--- src/rtl/mux_pkg.sv ---
// ---------------------------------------------------------------------------
// | mux_pkg : mode encodings and index helper for the N:1 stream multiplexer |
// | Rev 1.0                                                                  |
// ---------------------------------------------------------------------------
`default_nettype none

package mux_pkg;

   localparam logic MODE_FIXED = 1'b0;
   localparam logic MODE_RR    = 1'b1;

   // Modulo-n increment: n-1 wraps to 0.
   function automatic int unsigned idx_next(input int unsigned idx, input int unsigned n);
      return (idx + 1 >= n) ? 0 : idx + 1;
   endfunction

endpackage

`default_nettype wire

--- src/rtl/rr_arbiter.sv ---
// ---------------------------------------------------------------------------
// | rr_arbiter : combinational round-robin arbiter, priority starting at ptr  |
// | Rev 1.0                                                                  |
// ---------------------------------------------------------------------------
`default_nettype none

module rr_arbiter #(
   parameter int N  = 4,
   parameter int SW = $clog2(N)
) (
   input  logic [N-1:0]  req,
   input  logic [SW-1:0] ptr,
   output logic          grant_vld,
   output logic [SW-1:0] grant_idx
);

   logic [2*N-1:0] w_dbl;
   logic [N-1:0]   w_rot;

   // Rotating the doubled vector puts the channel at ptr in bit 0.
   assign w_dbl = {req, req};
   assign w_rot = N'(w_dbl >> ptr);

   always_comb begin
      grant_vld = 1'b0;
      grant_idx = '0;
      for (int k = N - 1; k >= 0; k--) begin
         if (w_rot[k]) begin
            grant_vld = 1'b1;
            grant_idx = SW'((int'(ptr) + k) % N);
         end
      end
   end

endmodule

`default_nettype wire

--- src/rtl/mux_n_1_rr.sv ---
// ---------------------------------------------------------------------------
// | mux_n_1_rr : N-input W-bit valid/ready multiplexer, fixed or round-robin |
// | Rev 1.0                                                                  |
// ---------------------------------------------------------------------------
`default_nettype none

module mux_n_1_rr
   import mux_pkg::*;
#(
   parameter int N  = 4,
   parameter int W  = 2,
   parameter int SW = $clog2(N)
) (
   input  logic           clk,
   input  logic           rst,
   input  logic [N*W-1:0] in_data,
   input  logic [N-1:0]   in_valid,
   output logic [N-1:0]   in_ready,
   input  logic           mode,
   input  logic [SW-1:0]  sel,
   output logic [W-1:0]   out_data,
   output logic [SW-1:0]  out_src,
   output logic           out_valid,
   input  logic           out_ready
);

   logic [W-1:0]  out_data_q, out_data_d;
   logic [SW-1:0] out_src_q,  out_src_d;
   logic          out_valid_q, out_valid_d;
   logic [SW-1:0] ptr_q, ptr_d;

   logic          rr_vld;
   logic [SW-1:0] rr_idx;
   logic          fix_vld;
   logic          grant_vld;
   logic [SW-1:0] grant_idx;
   logic          free;
   logic          load;
   logic [W-1:0]  grant_data;

   rr_arbiter #(
      .N  (N),
      .SW (SW)
   ) u_arb (
      .req       (in_valid),
      .ptr       (ptr_q),
      .grant_vld (rr_vld),
      .grant_idx (rr_idx)
   );

   // An out-of-range sel matches no channel, so it never grants.
   always_comb begin
      fix_vld = 1'b0;
      for (int i = 0; i < N; i++) begin
         if (sel == SW'(i)) fix_vld = in_valid[i];
      end
   end

   assign grant_vld = (mode == MODE_RR) ? rr_vld : fix_vld;
   assign grant_idx = (mode == MODE_RR) ? rr_idx : sel;
   assign free      = !out_valid_q || out_ready;
   assign load      = !rst && free && grant_vld;

   always_comb begin
      in_ready   = '0;
      grant_data = '0;
      for (int i = 0; i < N; i++) begin
         if (grant_idx == SW'(i)) begin
            in_ready[i] = load;
            grant_data  = in_data[i*W +: W];
         end
      end
   end

   always_comb begin
      out_data_d  = out_data_q;
      out_src_d   = out_src_q;
      out_valid_d = out_valid_q;
      ptr_d       = ptr_q;
      if (load) begin
         out_data_d  = grant_data;
         out_src_d   = grant_idx;
         out_valid_d = 1'b1;
         if (mode == MODE_RR) ptr_d = SW'(idx_next(int'(unsigned'(grant_idx)), N));
      end else if (free) begin
         out_valid_d = 1'b0;
      end
   end

   always_ff @(posedge clk) begin
      if (rst) begin
         out_data_q  <= '0;
         out_src_q   <= '0;
         out_valid_q <= 1'b0;
         ptr_q       <= '0;
      end else begin
         out_data_q  <= out_data_d;
         out_src_q   <= out_src_d;
         out_valid_q <= out_valid_d;
         ptr_q       <= ptr_d;
      end
   end

   assign out_data  = out_data_q;
   assign out_src   = out_src_q;
   assign out_valid = out_valid_q;

endmodule

`default_nettype wire

--- config.mk ---
export PLATFORM = sky130hd
export DESIGN_NAME = mux_n_1_rr
export DESIGN_NICKNAME = d
export VERILOG_FILES = /design/src/rtl/mux_pkg.sv /design/src/rtl/rr_arbiter.sv /design/src/rtl/mux_n_1_rr.sv
export SDC_FILE = /design/constraint.sdc
export NUM_CORES = 1
export LEC_CHECK = 0
export BUFFER_PORTS_ARGS = -buffer_cell sky130_fd_sc_hd__buf_2
export CAP_MARGIN = 40
export CORE_UTILIZATION = 40
export DETAILED_ROUTE_END_ITERATION = 16
export GPL_TIMING_DRIVEN = 0
export MAX_ROUTING_LAYER = met4
export PLACE_DENSITY = 0.78
export SYNTH_ARGS = -nofsm -noshare
export SYNTH_HDL_FRONTEND = slang
export SYNTH_SLANG_ARGS = --single-unit
--- constraint.sdc ---
create_clock -name clk -period 2.1 [get_ports clk]
set_clock_uncertainty 0.15 [all_clocks]
set_input_delay 0 -clock clk [delete_from_list [all_inputs] [get_ports clk]]
set_output_delay 0 -clock clk [all_outputs]
set_load 0.02 [all_outputs]
==> results of run 1 <==
==> kinds of logic (layout without fill, tap and decap cells) <==
kind of cell,after synthesis,count (layout)
buffers and inverters,8,45
multiplexers,7,7
flip-flops,7,7
adder cells (fa/ha/maj),4,4
AO/OA/AOI/OAI,17,17
AND/OR/NAND/NOR,24,24
==> power breakdown <==
part           switching [uW]  total [uW]  internal (uW)
sequential               8.37         157            148
clock                    52.9         126           72.7
combinational             105         198           93.4
==> final cells by class <==
cell class,count,share of cell area
Multi-Input combinational cell,52,0.539
Timing Repair Buffer,33,0.214
Sequential cell,7,0.162
Inverter,8,0.0338
Clock buffer,4,0.0296
Tap cell,15,0.0211
==> stage by stage <==
step           instances  setup TNS (ns)
2_1_floorplan         67               0
3_3_place_gp         108          -0.231
3_5_place_dp         108          -0.319
4_1_cts              117               0
5_1_grt              119          -0.250
6_report             119         -0.0250
==> synth_stat cells <==
library cell  instances
o21ai_0               2
a21o_2                1
o41ai_1               1
a22oi_1               2
a311oi_1              1
dfxtp_1               7
o31a_1                1
a2111oi_4             1
and2b_2               1
o311ai_0              1
nor4_1                2
nor2_1                4
and2_2                4
nand2_1               8
and2b_1               1
nand2b_1              3
ha_1                  4
mux2_4                1
inv_1                 8
mux4_1                1
nor2b_1               1
mux2i_1               5
a21oi_1               7
==> timing repair <==
action                                 CTS  global route
pin swaps                                1             1
hold buffers                             3             0
buffers inserted                         2             2
endpoints found under the hold margin    4             0
gates resized for setup                  3            14
setup endpoints to repair                6             6
==> sequential cells by signal, summed over array words and instances, names as in the netlist <==
signal,flops
ptr_q,2
out_data,2
out_valid,1
out_src,2
==> metal layers <==
layer  vias up  GRT usage
li1        313          -
met4         0     0.0517
met3         0      0.102
met2        11      0.270
met5         -          -
met1       288      0.215
==> worst register-to-register path: stages (launching register included) <==
cell and delay [ns]:
dfxtp_4 0.37, nand2b_4 0.14, a21oi_4 0.07, o41ai_4 0.42
buf_4 0.21, ha_2 0.22, o21ai_1 0.10, a22oi_1 0.16
mux2i_1 0.10
==> path summary, 6_finish.rpt <==
check / start / to / slack (ns) / cells after the start
setup / recovery: ptr_q[1] / in_ready[1] / -0.03 / 7
hold / removal: in_data[3] / out_data[1] / 0.01 / 5
setup reg to reg: ptr_q[1] / out_data[0] / 0.04 / 8
hold reg to reg: out_src[1] / out_src[1] / 0.30 / 2
==> flow_summary.json, run 1 <==
{
  "synthToLayoutAreaGrowth_pct": 55.4,
  "ir_worst_vdd_mv": 0.370,
  "fmax_mhz": 471,
  "seq_area_sq_um": 144,
  "critical_path_required_ns": 1.95,
  "start_kind": "register",
  "vias_per_cell": 5.14,
  "numCtsBuffers": 3,
  "antenna_found_initial": 0,
  "grtUsageTotal": 0.185,
  "first_pass_iters": 4,
  "setup_viol": 1,
  "fin_crit_sh": 1.01,
  "hp-class": "in2reg",
  "max_stage_delay_ns": 0.42,
  "clock_latency_ns": 0.25,
  "die_x_um": 39.8,
  "htreeDepth": 1,
  "slew-limit-headroom": 0.538,
  "fillers": 106,
  "yosys-top-cells-area": "dfxtp_1, ha_1, mux2i_1",
  "finalInstanceArea_sq_um": 888,
  "layout-drive-gt1-share": 0.510,
  "synth.avg_cell_area_sq_um": 8.53,
  "finalPower_uw": 481,
  "synth_top_family_by_area": "compound AO/OA/AOI/OAI gates",
  "ios": 27,
  "status": "finished with violations",
  "coreArea_sq_mm": 0.00132,
  "route.met3.wl_um": 61,
  "worst-path-buf-inv": 2,
  "synth_seq_area_share": 0.245,
  "syn-num-nets": 89,
  "maxCapViolations": 0,
  "grt_pass1_wl_mm": 1.81,
  "hold_viol": 0,
  "cts_tree": "yes",
  "start_util": 0.434,
  "io_buffers": 26,
  "final_antenna_net_count": 0,
  "synth.top_cell.area_share": 0.245,
  "chipHeight_um": 39.8,
  "synthesis.area_sq_um": 572,
  "layout_common_cells": "buf_2, nand2_1, inv_1, dfxtp_1",
  "path_max_fanout": 5,
  "pwr_density_cell_mw_per_mm2": 541,
  "worst_slack_ns": -0.0250,
  "clk_path_buf_depth": 2,
  "end_kind": "primary output",
  "netlist_instances": 67,
  "drt_iter0_drc": 14,
  "drc": 0,
  "hold_ws_ns": 0.0133,
  "synth_area_leader_cell": "dfxtp_1",
  "place_ws_ns": -0.175,
  "ys_types": 23,
  "violations": "negative setup slack",
  "grt_max_degree": 10,
  "final_common_cell": "buf_2",
  "drt-met1-wl_um": 713,
  "die_area_sq_mm": 0.00158,
  "postLayoutCoreUtil": 0.674,
  "gp_congestion": 0.866,
  "arrival_ns": 1.98,
  "synth_fa_ha_area_frac": 0.0875,
  "layout_min_cycle_time_ns": 2.13,
  "synthSimpleGateAreaFrac": 0.225,
  "wire_per_inst_um": 12.3,
  "ys_seq_elements": 7,
  "slew_violations": 0,
  "crit_type": "reg2out",
  "dpl_cell_area_sq_um": 728,
  "routed.top_layer": "met3",
  "clockRootBuffer": "clkbuf_4",
  "via_count": 612,
  "post-dp-hpwl_um": 932,
  "dr_wl_met2_um": 695,
  "grt_overflow": 0,
  "synth_xor_area_frac": 0,
  "clock_sinks": 7,
  "power.leakage_uw": 0.000422,
  "synth_compound_area_frac": 0.230,
  "routed_wl_mm": 1.47,
  "grt_pass1_vias": 463,
  "tightest_slew_ns": 0.686,
  "grt_setup_unrepaired": "true",
  "clkTransAtPathRegs_ns": 0.05,
  "rows": 13,
  "path_cells": "nand2b_4 -> a21oi_4 -> o41ai_4 -> buf_4 -> ha_2 -> and2_2 -> buf_2",
  "multi_input_area_sq_um": 479,
  "num_antenna_cells": 0,
  "crit_slowest_cell": "o41ai_4",
  "synthMuxAreaShare": 0.160,
  "layout.nets": 127,
  "cp_top_family": "compound AO/OA/AOI/OAI gates",
  "yosys_warnings": 0
}
No activity file was read; power rests on OpenSTA's default activity.
==> run 2, diff against run 1 <==
==> constraint.sdc (replaced) <==
create_clock -name clk -period 2.1 [get_ports clk]
set_clock_uncertainty 0.15 [all_clocks]
set_input_delay 0.105 -clock clk [delete_from_list [all_inputs] [get_ports clk]]
set_output_delay 0.105 -clock clk [all_outputs]
set_load 0.02 [all_outputs]
==> run 2 against run 1 <==
Compared with the run above: die area unchanged; clock power about the same; global-route usage grew 2.3 points; the flow still finishes with violations (negative setup slack); cell area increased by 6.8%; combinational power increased by 13%; sequential share of layout area down 0.89 points; utilization is 4.6 points higher; sequential cell count is the same; worst setup slack got worse by 0.011 ns; final cell count is 3.4% higher.
==> flow_summary.json, run 2 (synthesis results as in run 1) <==
{
  "first_pass_iters": 4,
  "hold_viol": 0,
  "io_buffers": 26,
  "min-delay-start": "in_data[6]",
  "arrival_ns": 1.88,
  "dr_wl_met2_um": 767,
  "min_to": "out_data[0]",
  "violations": "negative setup slack",
  "antenna_found_initial": 0,
  "slew_violations": 0,
  "reg2reg_depth": 9,
  "final_antenna_net_count": 0,
  "chipHeight_um": 39.8,
  "layout_min_cycle_time_ns": 2.14,
  "slew-limit-headroom": 0.561,
  "r2r-start": "ptr_q[1]",
  "post-dp-hpwl_um": 932,
  "grt_overflow": 0,
  "final_common_cell": "buf_2",
  "finalPower_uw": 509,
  "gp_congestion": 0.866,
  "pwr_density_cell_mw_per_mm2": 537,
  "tightest_slew_ns": 0.653,
  "grt_pass1_wl_mm": 2.03,
  "drt_iter0_drc": 24,
  "hp-class": "in2reg",
  "coreArea_sq_mm": 0.00132,
  "ir_worst_vdd_mv": 0.380,
  "r2r_end": "out_data[1]",
  "cts_tree": "yes",
  "critical_path_required_ns": 1.85,
  "numCtsBuffers": 3,
  "routed_wl_mm": 1.65,
  "clock_latency_ns": 0.25,
  "clock_sinks": 7,
  "htreeDepth": 1,
  "grt_max_degree": 10,
  "maxCapViolations": 0,
  "drt-met1-wl_um": 760,
  "start_util": 0.434,
  "die_x_um": 39.8,
  "status": "finished with violations",
  "grtUsageTotal": 0.207,
  "whs_path_depth": 3,
  "via_count": 654,
  "layout.nets": 131,
  "route.met3.wl_um": 114,
  "start_kind": "register",
  "path_max_fanout": 5,
  "postLayoutCoreUtil": 0.720,
  "crit_type": "reg2out",
  "fmax_mhz": 468,
  "die_area_sq_mm": 0.00158,
  "fillers": 97,
  "setup_viol": 3,
  "clockRootBuffer": "clkbuf_4",
  "wire_per_inst_um": 13.4,
  "grt_pass1_vias": 486,
  "num_antenna_cells": 0,
  "layout-drive-gt1-share": 0.546,
  "layout_common_cells": "buf_2, buf_4, nand2_1",
  "vias_per_cell": 5.32,
  "fin_crit_sh": 1.02,
  "routed.top_layer": "met4",
  "power.leakage_uw": 0.000450,
  "synthToLayoutAreaGrowth_pct": 65.9,
  "ios": 27,
  "rows": 13,
  "clkTransAtPathRegs_ns": 0.06,
  "r2r_slack_ns": 0.01,
  "drc": 0,
  "clk_path_buf_depth": 2,
  "grt_setup_unrepaired": "true",
  "end_kind": "primary output",
  "worst_slack_ns": -0.0360
}
-- run 2: cell count changes in the layout (fill, tap and decap cells not counted), sizes merged --
cell and delta:
buf +6, dlygate4sd3 -2
-- run 2: area by class of cell --
| type | instances | area, sq um | area share |
|---|---|---|---|
| clock buffers | 4 | 26.3 | 0.0277 |
| flip-flops and latches | 7 | 145 | 0.153 |
| well taps | 15 | 18.8 | 0.0198 |
| inverters | 8 | 30.0 | 0.0317 |
| multi-input cells | 52 | 498 | 0.525 |
| repair buffers | 37 | 230 | 0.243 |
-- run 2: worst max-delay path: stages, from the launching register on --
cell      delay [ns]
dfxtp_4         0.37
nand2b_4        0.13
a21oi_4         0.06
o41ai_4         0.43
buf_4           0.22
ha_4            0.15
and2_2          0.14
buf_4           0.13
-- run 2: power by group --
part           internal, uW  leakage, uW  total [uW]  switching (uW)
clock network          72.9    0.0000150         128            55.0
logic                   110     0.000376         224             114
registers               148    0.0000589         157            8.89
-- run 2: stage by stage --
| stage | area [sq um] | std cells | setup slack [ns] | setup TNS, ns | hold slack (ns) |
|---|---|---|---|---|---|
| after floorplan | 579 | 67 | 0.0569 | 0 | 0.0241 |
| after global placement | 728 | 108 | -0.120 | -0.231 | 0.223 |
| after detailed placement | 728 | 108 | -0.175 | -0.319 | 0.235 |
| after CTS | 870 | 118 | -0.0111 | -0.0111 | 0.00829 |
| after global routing | 948 | 123 | -0.103 | -0.381 | 0.0240 |
| final | 948 | 123 | -0.0360 | -0.0763 | 0.0189 |
-- run 2: how the worst max path moves through the flow --
| stage | start | end | slack (ns) |
|---|---|---|---|
| final | ptr_q[1] | in_ready[1] | -0.04 |
| after global routing | ptr_q[1] | in_ready[1] | -0.10 |
| after CTS | ptr_q[1] | in_ready[2] | -0.01 |
| after detailed placement | ptr_q[1] | out_data[0] | -0.18 |
| after global placement | ptr_q[1] | out_data[0] | -0.12 |
| after floorplan | ptr_q[1] | out_data[0] | 0.06 |
-- run 2: metal layers --
metal  vias up  track usage
met4         0       0.0517
met2        33        0.316
met3         2        0.102
met1       296        0.241
li1        323            -
met5         -            -
-- run 2: what timing repair did --
item	4_1_cts	5_1_grt
endpoints found under the setup margin	6	6
gates resized for setup	17	8
hold buffers	1	0
pin swaps	3	5
hold endpoints to repair	2	0
buffers inserted	5	5
cloned	0	0
==> run 3, diff against run 2 <==
--- a/config.mk
+++ b/config.mk
@@ -5,9 +5,10 @@
 export SDC_FILE = /design/constraint.sdc
 export NUM_CORES = 1
 export LEC_CHECK = 0
+export ABC_AREA = 1
 export BUFFER_PORTS_ARGS = -buffer_cell sky130_fd_sc_hd__buf_2
 export CAP_MARGIN = 40
-export CORE_UTILIZATION = 40
+export CORE_UTILIZATION = 42
 export DETAILED_ROUTE_END_ITERATION = 16
 export GPL_TIMING_DRIVEN = 0
 export MAX_ROUTING_LAYER = met4
==> run 3 against run 2 <==
Compared with the run above: the run still ends with negative setup slack left; count of clock-buffer cells in the layout unchanged; fmax decreased by 4.8%; non-clock buffer count rose by 8; first-iteration DRC count is 71% higher.
==> flow_summary.json, run 3 <==
{
  "num_antenna_cells": 0,
  "grt_pass1_vias": 905,
  "chipHeight_um": 42.5,
  "syn-num-nets": 142,
  "start_util": 0.452,
  "gp_congestion": 0.836,
  "power_switching_uw": 310,
  "vias_per_cell": 5.32,
  "start_kind": "register",
  "ir_worst_vdd_mv": 0.508,
  "arrival_ns": 1.99,
  "fmax_mhz": 446,
  "layout-drive-gt1-share": 0.563,
  "fillers": 96,
  "die_area_sq_mm": 0.00181,
  "clockRootBuffer": "clkbuf_4",
  "path_cells": "buf_8 -> buf_4 -> nand3_1 -> nand2_2 -> inv_1 -> nand2_1 -> nand2_1 -> nand2_2 -> nand2_4 -> inv_4 -> ha_4 -> inv_2 -> nor2_1 -> buf_4",
  "sequentialPowerShare": 0.227,
  "synthToLayoutAreaGrowth_pct": 84.0,
  "pwr_density_cell_mw_per_mm2": 573,
  "ys_types": 19,
  "worst_slack_ns": -0.144,
  "drt_iter0_drc": 41,
  "synth.top_cell.area_share": 0.203,
  "dr_wl_met2_mm": 1.42,
  "ys_seq_elements": 7,
  "grt_setup_unrepaired": "true",
  "numCtsBuffers": 3,
  "place_ws_ns": -0.277,
  "route.met3.wl_um": 135,
  "yosys_warnings": 0,
  "synth_edf_count": 0,
  "htreeDepth": 1,
  "synth.avg_cell_area_sq_um": 5.75,
  "setup_viol": 7,
  "clock_latency_ns": 0.25,
  "tightest_slew_ns": 0.246,
  "ios": 27,
  "slew_violations": 0,
  "routed.top_layer": "met4",
  "layout_common_cells": "buf_2, nand2_1, buf_4",
  "hp-class": "in2reg",
  "yosys-top-cells-area": "dfxtp_1, nand2_1, nand3_1",
  "synth_common_cells": "nand2_1, nand3_1, inv_1",
  "crit_type": "reg2out",
  "synth_ff_type": "dfxtp_1",
  "netlist_instances": 120,
  "clk_path_buf_depth": 2,
  "post-dp-hpwl_mm": 1.33,
  "final_common_cell": "buf_2",
  "via_count": 974,
  "grt_max_degree": 11,
  "wire_per_inst_um": 14.4,
  "end_kind": "primary output",
  "critical_path_required_ns": 1.85,
  "cts_tree": "yes",
  "io_buffers": 26,
  "synth_seq_area_share": 0.203,
  "routed_wl_mm": 2.64,
  "clkTransAtPathRegs_ns": 0.05,
  "coreArea_sq_mm": 0.00152,
  "power.leakage_uw": 0.000640,
  "fin_crit_sh": 1.07,
  "crit_slowest_cell": "dfxtp_2",
  "power_frac_comb": 0.606,
  "grtUsageTotal": 0.263,
  "maxCapViolations": 0,
  "first_pass_iters": 4,
  "tns_ns": -0.786,
  "p_int_uw": 417,
  "slew-limit-headroom": 0.836,
  "hold_viol": 0,
  "grt_overflow": 0,
  "die_x_um": 42.5,
  "max_stage_delay_ns": 0.33,
  "layout_min_cycle_time_ns": 2.24,
  "clkPwrFrac": 0.167,
  "drt-met1-wl_mm": 1.04,
  "status": "finished with violations",
  "yosysMostFrequentCell": "nand2_1",
  "grt_pass1_wl_mm": 3.58,
  "final_antenna_net_count": 0,
  "switching_share": 0.426,
  "path_max_fanout": 6,
  "antenna_found_initial": 0,
  "synthArstFlopShare": 0,
  "layout.nets": 190,
  "clock_sinks": 7,
  "synth_area_leader_cell": "dfxtp_1",
  "rows": 14,
  "drc": 0,
  "synthesis.area_sq_um": 689,
  "violations": "negative setup slack"
}
[run 3: timing repair]
action / in CTS / in global routing
setup buffers: 13 / 1
pin swaps: 12 / 17
setup endpoints to repair: 8 / 9
hold endpoints to repair: 3 / 0
resized for setup: 39 / 39
hold buffers: 3 / 0
[run 3: area by class of cell]
cell class	count	area [sq um]	area share
Sequential cell	7	145	0.114
Clock buffer	4	26.3	0.0207
Buffer	2	26.3	0.0207
Multi-Input combinational cell	91	668	0.527
Timing Repair Buffer	43	290	0.229
Inverter	20	92.6	0.0730
Tap cell	16	20.0	0.0158
[run 3: path summary, 6_finish.rpt]
check | start | endpoint | slack, ns | depth (start not counted)
max | ptr_q[1] | in_ready[2] | -0.14 | 14
min | mode | out_src[1] | 0.06 | 3
max reg2reg | ptr_q[0] | out_data[0] | -0.13 | 17
min reg2reg | out_src[1] | out_src[1] | 0.32 | 2
[run 3: logic make-up after synthesis]
kind of cell | Yosys count | synth area share
AND/OR/NAND/NOR | 67 | 0.437
XOR/XNOR | 1 | 0.0127
adder cells (fa/ha/maj) | 4 | 0.0726
AO/OA/AOI/OAI | 19 | 0.142
buffers and inverters | 22 | 0.132
flip-flops | 7 | 0.203
[run 3: critical path, delay by kind of cell (launching register included)]
kind	cells	cell delay [ns]
simple gates	7	0.65
flops	1	0.33
buf+inv	6	0.62
fa+ha+maj	1	0.16
[run 3: per-layer routing]
| metal | up-vias | global-route usage |
|---|---|---|
| li1 | 481 | - |
| met1 | 442 | 0.276 |
| met2 | 45 | 0.486 |
| met3 | 6 | 0.0690 |
| met4 | 0 | 0.0625 |
| met5 | - | - |
[run 3: metrics by stage]
stage          utilization  total power [uW]  hold WS [ns]  std cells  cell area (sq um)
2_1_floorplan            -               344        0.0937        120                691
3_3_place_gp         0.552               406         0.224        162                841
3_5_place_dp         0.552               413         0.237        162                841
4_1_cts              0.723               624        0.0240        182               1100
5_1_grt              0.833               773        0.0939        183               1270
6_report             0.833               727        0.0635        183               1270
[run 3: power by group through the flow]
| stage | clock (uW) | combinational, uW | sequential, uW |
|---|---|---|---|
| after floorplan | 0 | 160 | 184 |
| after global placement | 0 | 242 | 164 |
| after detailed placement | 0 | 248 | 165 |
| after CTS | 123 | 337 | 164 |
| after global routing | 131 | 474 | 168 |
| final | 121 | 441 | 165 |
